[src/rtl/multi_accumulator.sv]
// Multi-channel memory-mapped accumulator: per-channel 32-bit sum, saturating
// sample count, wrap/saturate in unsigned/signed arithmetic, sticky overflow.
module multi_accumulator #(
  parameter int NCH = 4,
  parameter int CW  = 16,
  parameter int AW  = $clog2(NCH) + 2
) (
  input  logic          clk,
  input  logic          reset,
  input  logic          ce,
  input  logic          we,
  input  logic [AW-1:0] addr,
  input  logic [31:0]   wdata,
  output logic [31:0]   rdata,
  output logic          irq
);

  localparam int CHW = (NCH > 1) ? $clog2(NCH) : 1;

  logic [CHW-1:0] ch_s;
  logic [1:0]     off_s;

  logic [31:0]    sum_r   [NCH];
  logic [CW-1:0]  count_r [NCH];
  logic [NCH-1:0] ovf_r;
  logic [NCH-1:0] sat_r;
  logic [NCH-1:0] sgn_r;
  logic [31:0]    rdata_r;
  logic           irq_r;

  logic [31:0]    cur_sum_s;
  logic [CW-1:0]  cur_cnt_s;
  logic [32:0]    add_s;
  logic           ovf_s;
  logic [31:0]    sum_next_s;
  logic [CW-1:0]  cnt_next_s;
  logic           ctrl_wr_s;
  logic           acc_wr_s;
  logic [31:0]    rdata_s;

  // A single-channel build has no channel field in the address.
  generate
    if (NCH > 1) begin : g_multi
      assign ch_s = addr[AW-1:2];
    end else begin : g_single
      assign ch_s = 1'b0;
    end
  endgenerate

  assign off_s     = addr[1:0];
  assign cur_sum_s = sum_r[ch_s];
  assign cur_cnt_s = count_r[ch_s];
  assign add_s     = {1'b0, cur_sum_s} + {1'b0, wdata};
  assign ctrl_wr_s = ce & we & (off_s == 2'd0);
  assign acc_wr_s  = ce & we & (off_s == 2'd1);
  assign rdata     = rdata_r;
  assign irq       = irq_r;

  // Overflow detection and next sum/count for the addressed channel.
  always_comb begin
    ovf_s      = 1'b0;
    sum_next_s = add_s[31:0];
    cnt_next_s = cur_cnt_s;
    if (sgn_r[ch_s]) begin
      ovf_s = (cur_sum_s[31] == wdata[31]) && (add_s[31] != wdata[31]);
    end else begin
      ovf_s = add_s[32];
    end
    if (sat_r[ch_s] && ovf_s) begin
      if (sgn_r[ch_s]) begin
        sum_next_s = wdata[31] ? 32'h8000_0000 : 32'h7FFF_FFFF;
      end else begin
        sum_next_s = 32'hFFFF_FFFF;
      end
    end else begin
      sum_next_s = add_s[31:0];
    end
    // Count sticks at all-ones rather than wrapping.
    if (&cur_cnt_s) begin
      cnt_next_s = cur_cnt_s;
    end else begin
      cnt_next_s = cur_cnt_s + CW'(1);
    end
  end

  // Read mux; CTRL is visible only on a pure read, ACC always reads zero.
  always_comb begin
    rdata_s = 32'h0000_0000;
    if (ce) begin
      case (off_s)
        2'd0: begin
          if (!we) begin
            rdata_s = {28'h000_0000, ovf_r[ch_s], sgn_r[ch_s], sat_r[ch_s], 1'b0};
          end else begin
            rdata_s = 32'h0000_0000;
          end
        end
        2'd2:    rdata_s = cur_sum_s;
        2'd3:    rdata_s = 32'(cur_cnt_s);
        default: rdata_s = 32'h0000_0000;
      endcase
    end else begin
      rdata_s = 32'h0000_0000;
    end
  end

  // Channel state, read data and interrupt registers.
  always_ff @(posedge clk) begin
    if (!reset) begin
      for (int i = 0; i < NCH; i++) begin
        sum_r[i]   <= 32'h0000_0000;
        count_r[i] <= {CW{1'b0}};
      end
      ovf_r   <= {NCH{1'b0}};
      sat_r   <= {NCH{1'b0}};
      sgn_r   <= {NCH{1'b0}};
      rdata_r <= 32'h0000_0000;
      irq_r   <= 1'b0;
    end else begin
      if (ctrl_wr_s) begin
        sat_r[ch_s] <= wdata[1];
        sgn_r[ch_s] <= wdata[2];
        if (wdata[0]) begin
          sum_r[ch_s]   <= 32'h0000_0000;
          count_r[ch_s] <= {CW{1'b0}};
          ovf_r[ch_s]   <= 1'b0;
        end
      end else if (acc_wr_s) begin
        sum_r[ch_s]   <= sum_next_s;
        count_r[ch_s] <= cnt_next_s;
        ovf_r[ch_s]   <= ovf_r[ch_s] | ovf_s;
      end
      rdata_r <= rdata_s;
      irq_r   <= |ovf_r;
    end
  end

endmodule
[config.mk]
export PLATFORM = sky130hd
export DESIGN_NAME = multi_accumulator
export DESIGN_NICKNAME = d
export VERILOG_FILES = /design/src/rtl/multi_accumulator.sv
export SDC_FILE = /design/constraint.sdc
export NUM_CORES = 1
export LEC_CHECK = 0
export BUFFER_PORTS_ARGS = -buffer_cell sky130_fd_sc_hd__clkbuf_2
export CORE_UTILIZATION = 61
export CTS_CLUSTER_SIZE = 40
export DETAILED_ROUTE_END_ITERATION = 10
export PLACE_DENSITY = 0.82
export SYNTH_ARGS = -nofsm -noshare
export SYNTH_HDL_FRONTEND = slang
export SYNTH_SLANG_ARGS = --single-unit
[constraint.sdc]
create_clock -name clk -period 15.75 [get_ports clk]
set_input_delay 2.3625 -clock clk [delete_from_list [all_inputs] [get_ports clk]]
set_output_delay 2.3625 -clock clk [all_outputs]
set_load 0.05 [all_outputs]
==> impl_metrics.yaml <==
outcome:
  outcome: "finished clean"
power_and_ir_drop:
  ir_worst_vdd_mv: 0.104
  p_leak_nw: 5.07
  power.density_nw_per_um2: 112
  fin_total_pwr_mw: 1.50
sta:
  grt_setup_unrepaired: "false"
  hold_viol: 0
  tns_ns: 0
  period_minus_slack_ns: 7.31
  drv_slew: 0
  finClkSkew_ns: 0.0165
  tightest_slew_ns: 1.09
  final.period_utilization: 0.464
  slew_headroom: 0.276
  worst_slack_ns: 8.44
  max_freq_mhz: 137
  setup_viol: 0
setup_path:
  path_buf_inv: 3
  end_kind: "flop"
  crit_path_max_fanout: 41
  crit_arrival_ns: 7.53
  critPathLaunchType: "input port"
  cp_top_family: "simple AND/OR/NAND/NOR gates"
  cp_slowest_cell: "nor3_4"
  cpMostUsedCell: "buf_4"
  rrSetupSlack_ns: 10.86
  crit_type: "in2reg"
  cp.required_ns: 15.98
  slowest_delay_ns: 0.85
  cp_cell_sequence: "buf_4, buf_4, mux4_2, ha_1, nand4_1, or3b_1, nand2_1, o2111ai_1, a211o_1, and3_1, buf_4, nor3_4, nor3_1"
clocking:
  clkSlewWorstSetupHoldPaths_ns: 0.06
  holdBufCountCts: 0
  insertion_delay_ns: 0.53
  cts_tree: "built"
  clock_sinks: 237
  cts-buffers-inserted: 25
  cts_setup_buffers: 0
  cts-root-buf: "clkbuf_16"
  htreeDepth: 1
  clockBufferDepth: 3
  post_cts_resized: 0
global_route:
  grt_max_degree: 97
  grtUsageMet3: 0.0466
  grtUsageMet1: 0.427
  grt_busiest_layer: "met2"
  grt_pass1_vias: 8467
  grtUsageMet2: 0.488
  track_usage: 0.304
  grt_pass1_wl_mm: 46.9
  overflow: 0
  antenna_found_initial: 0
routing:
  drc_errors: 0
  first_iter_violations: 1080
  first_pass_iters: 5
  routedWlPerCell_um: 22.6
  drt_wl_total_mm: 30.0
  final_antenna_net_count: 0
  vias: 8850
  viasPerCell: 6.66
min_path:
  hp-class: "reg2reg"
synth:
  synth.yosys.seq_area_share: 0.548
  syn-mean-instance-area_sq_um: 12.2
  yosysWarnings: 0
  synth_ff_type: "edfxtp_1"
  async_reset_ff_frac: 0
  synth_area_sq_um: 12200
  ys_ff_latch: 237
  syn_inst: 1000
  syn-num-nets: 1074
  synth_edf_count: 192
  synth.distinct_cells: 72
floorplan:
  placeableCoreArea_sq_um: 19500
  die_h_um: 143
  die_area_sq_um: 20500
  ioPinCount: 73
  std_cell_rows: 51
  die_x_um: 143
  start_util: 0.623
place:
  dpl_worst_slack_ns: 7.94
  dp_hpwl_mm: 19.1
  place_congestion: 0.973
  port_buffers: 72
final_layout:
  fin_util: 0.691
  area_growth_pct: 10.9
  drive_gt1_frac: 0.189
  insertedDiodeCount: 0
  layout.nets: 1118
run:
  cap_violations: 0
[worst min-delay path: stages, from the launching register on]
cell and delay (ns):
dfxtp_1 0.31, nand2_1 0.05, a21boi_0 0.06
[Yosys cell counts (6+ instances only)]
master | n | area share
a211oi_1 | 22 | 0.014
a21boi_0 | 7 | 0.0043
a21o_1 | 11 | 0.0068
a21oi_1 | 137 | 0.056
a22o_1 | 13 | 0.0094
and2_1 | 22 | 0.011
and3_1 | 7 | 0.0036
buf_2 | 16 | 0.0066
clkbuf_1 | 42 | 0.013
dfxtp_1 | 45 | 0.074
edfxtp_1 | 192 | 0.47
ha_1 | 33 | 0.034
inv_1 | 13 | 0.0040
mux2i_1 | 6 | 0.0049
mux4_2 | 51 | 0.094
nand2_1 | 63 | 0.019
nand2b_1 | 6 | 0.0031
nand3_1 | 30 | 0.012
nand4_1 | 10 | 0.0051
nor2_1 | 68 | 0.021
nor2b_1 | 7 | 0.0036
nor3_1 | 21 | 0.0086
o211ai_2 | 6 | 0.0062
o21a_1 | 9 | 0.0056
o21ai_0 | 24 | 0.0099
o21ai_1 | 17 | 0.0070
o31ai_1 | 7 | 0.0043
or3_1 | 8 | 0.0041
xnor2_1 | 12 | 0.0086
xor2_1 | 19 | 0.014
[report_power, final]
part	leakage (nW)	switching [mW]	internal, mW	total [mW]
combinational	2.32	0.148	0.0773	0.225
sequential	2.35	0.00640	0.699	0.705
clock	0.395	0.241	0.333	0.575
total	5.07	0.395	1.11	1.50
[layout make-up]
class	count	area (sq um)
clock buffer	35	714
tap	265	332
multi-input combinational	682	5180
timing repair buffer	85	460
sequential	237	6670
fill	1396	6040
inverter	13	48.8
clock inverter	11	87.6
[registers in the layout (all words and copies together), names as in the netlist]
name and flops:
rdata 32, sat_r 4, irq 1, sum_r 128, ovf_r 4, count_r 64, sgn_r 4
[stage by stage]
stage | instance area (sq um) | std cells | hold WS (ns)
2_1_floorplan | 12200 | 1000 | 0.440
3_3_place_gp | 12700 | 1282 | 0.451
3_5_place_dp | 12700 | 1282 | 0.461
4_1_cts | 13500 | 1328 | 0.469
5_1_grt | 13500 | 1328 | 0.490
6_report | 13500 | 1328 | 0.469
[cells in the final DEF, fill, tap and decap left out, drive strengths merged, types with 8 or more instances in the layout]
master,instances
xor2,19
xnor2,12
o21a,9
nand2,63
inv,15
and2,23
or3,8
mux4,51
ha,33
nor3,23
a22o,13
o21ai,42
nand4,10
a21o,11
clkbuf,106
dfxtp,45
edfxtp,192
buf,14
nand3,32
a21oi,137
a211oi,22
nor2,68
[layer usage]
metal  part of all wire  wire length (um)  vias up
met5                  0                 0        -
met4              0.026               790        0
met3               0.10              3040       71
met2               0.48             14300      520
met1               0.39             11800     4293
li1                   -                 -     3966
[cell families (layout without fill, tap and decap cells)]
family | Yosys count | count (layout) | share of synthesized area
buf+inv | 81 | 144 | 0.0297
compound gates | 294 | 294 | 0.155
mux | 57 | 57 | 0.0994
xor+xnor | 31 | 31 | 0.0223
fa+ha+maj | 34 | 34 | 0.0356
simple gates | 266 | 266 | 0.109
flops | 237 | 237 | 0.548
[path summary, 6_finish.rpt]
| path | from | end | cells past startpoint |
|---|---|---|---|
| worst max-delay path | addr[2] | sum_r[0][26]$_SDFFCE_PN0P_ | 13 |
| worst min-delay path | sgn_r[2]$_SDFFE_PN0P_ | sgn_r[2]$_SDFFE_PN0P_ | 2 |
| worst max register to register | sum_r[2][0]$_SDFFCE_PN0P_ | sum_r[3][4]$_DFFE_PP_ | 11 |
| worst min register to register | sgn_r[2]$_SDFFE_PN0P_ | sgn_r[2]$_SDFFE_PN0P_ | 2 |
(Power assumes the default switching activity.)
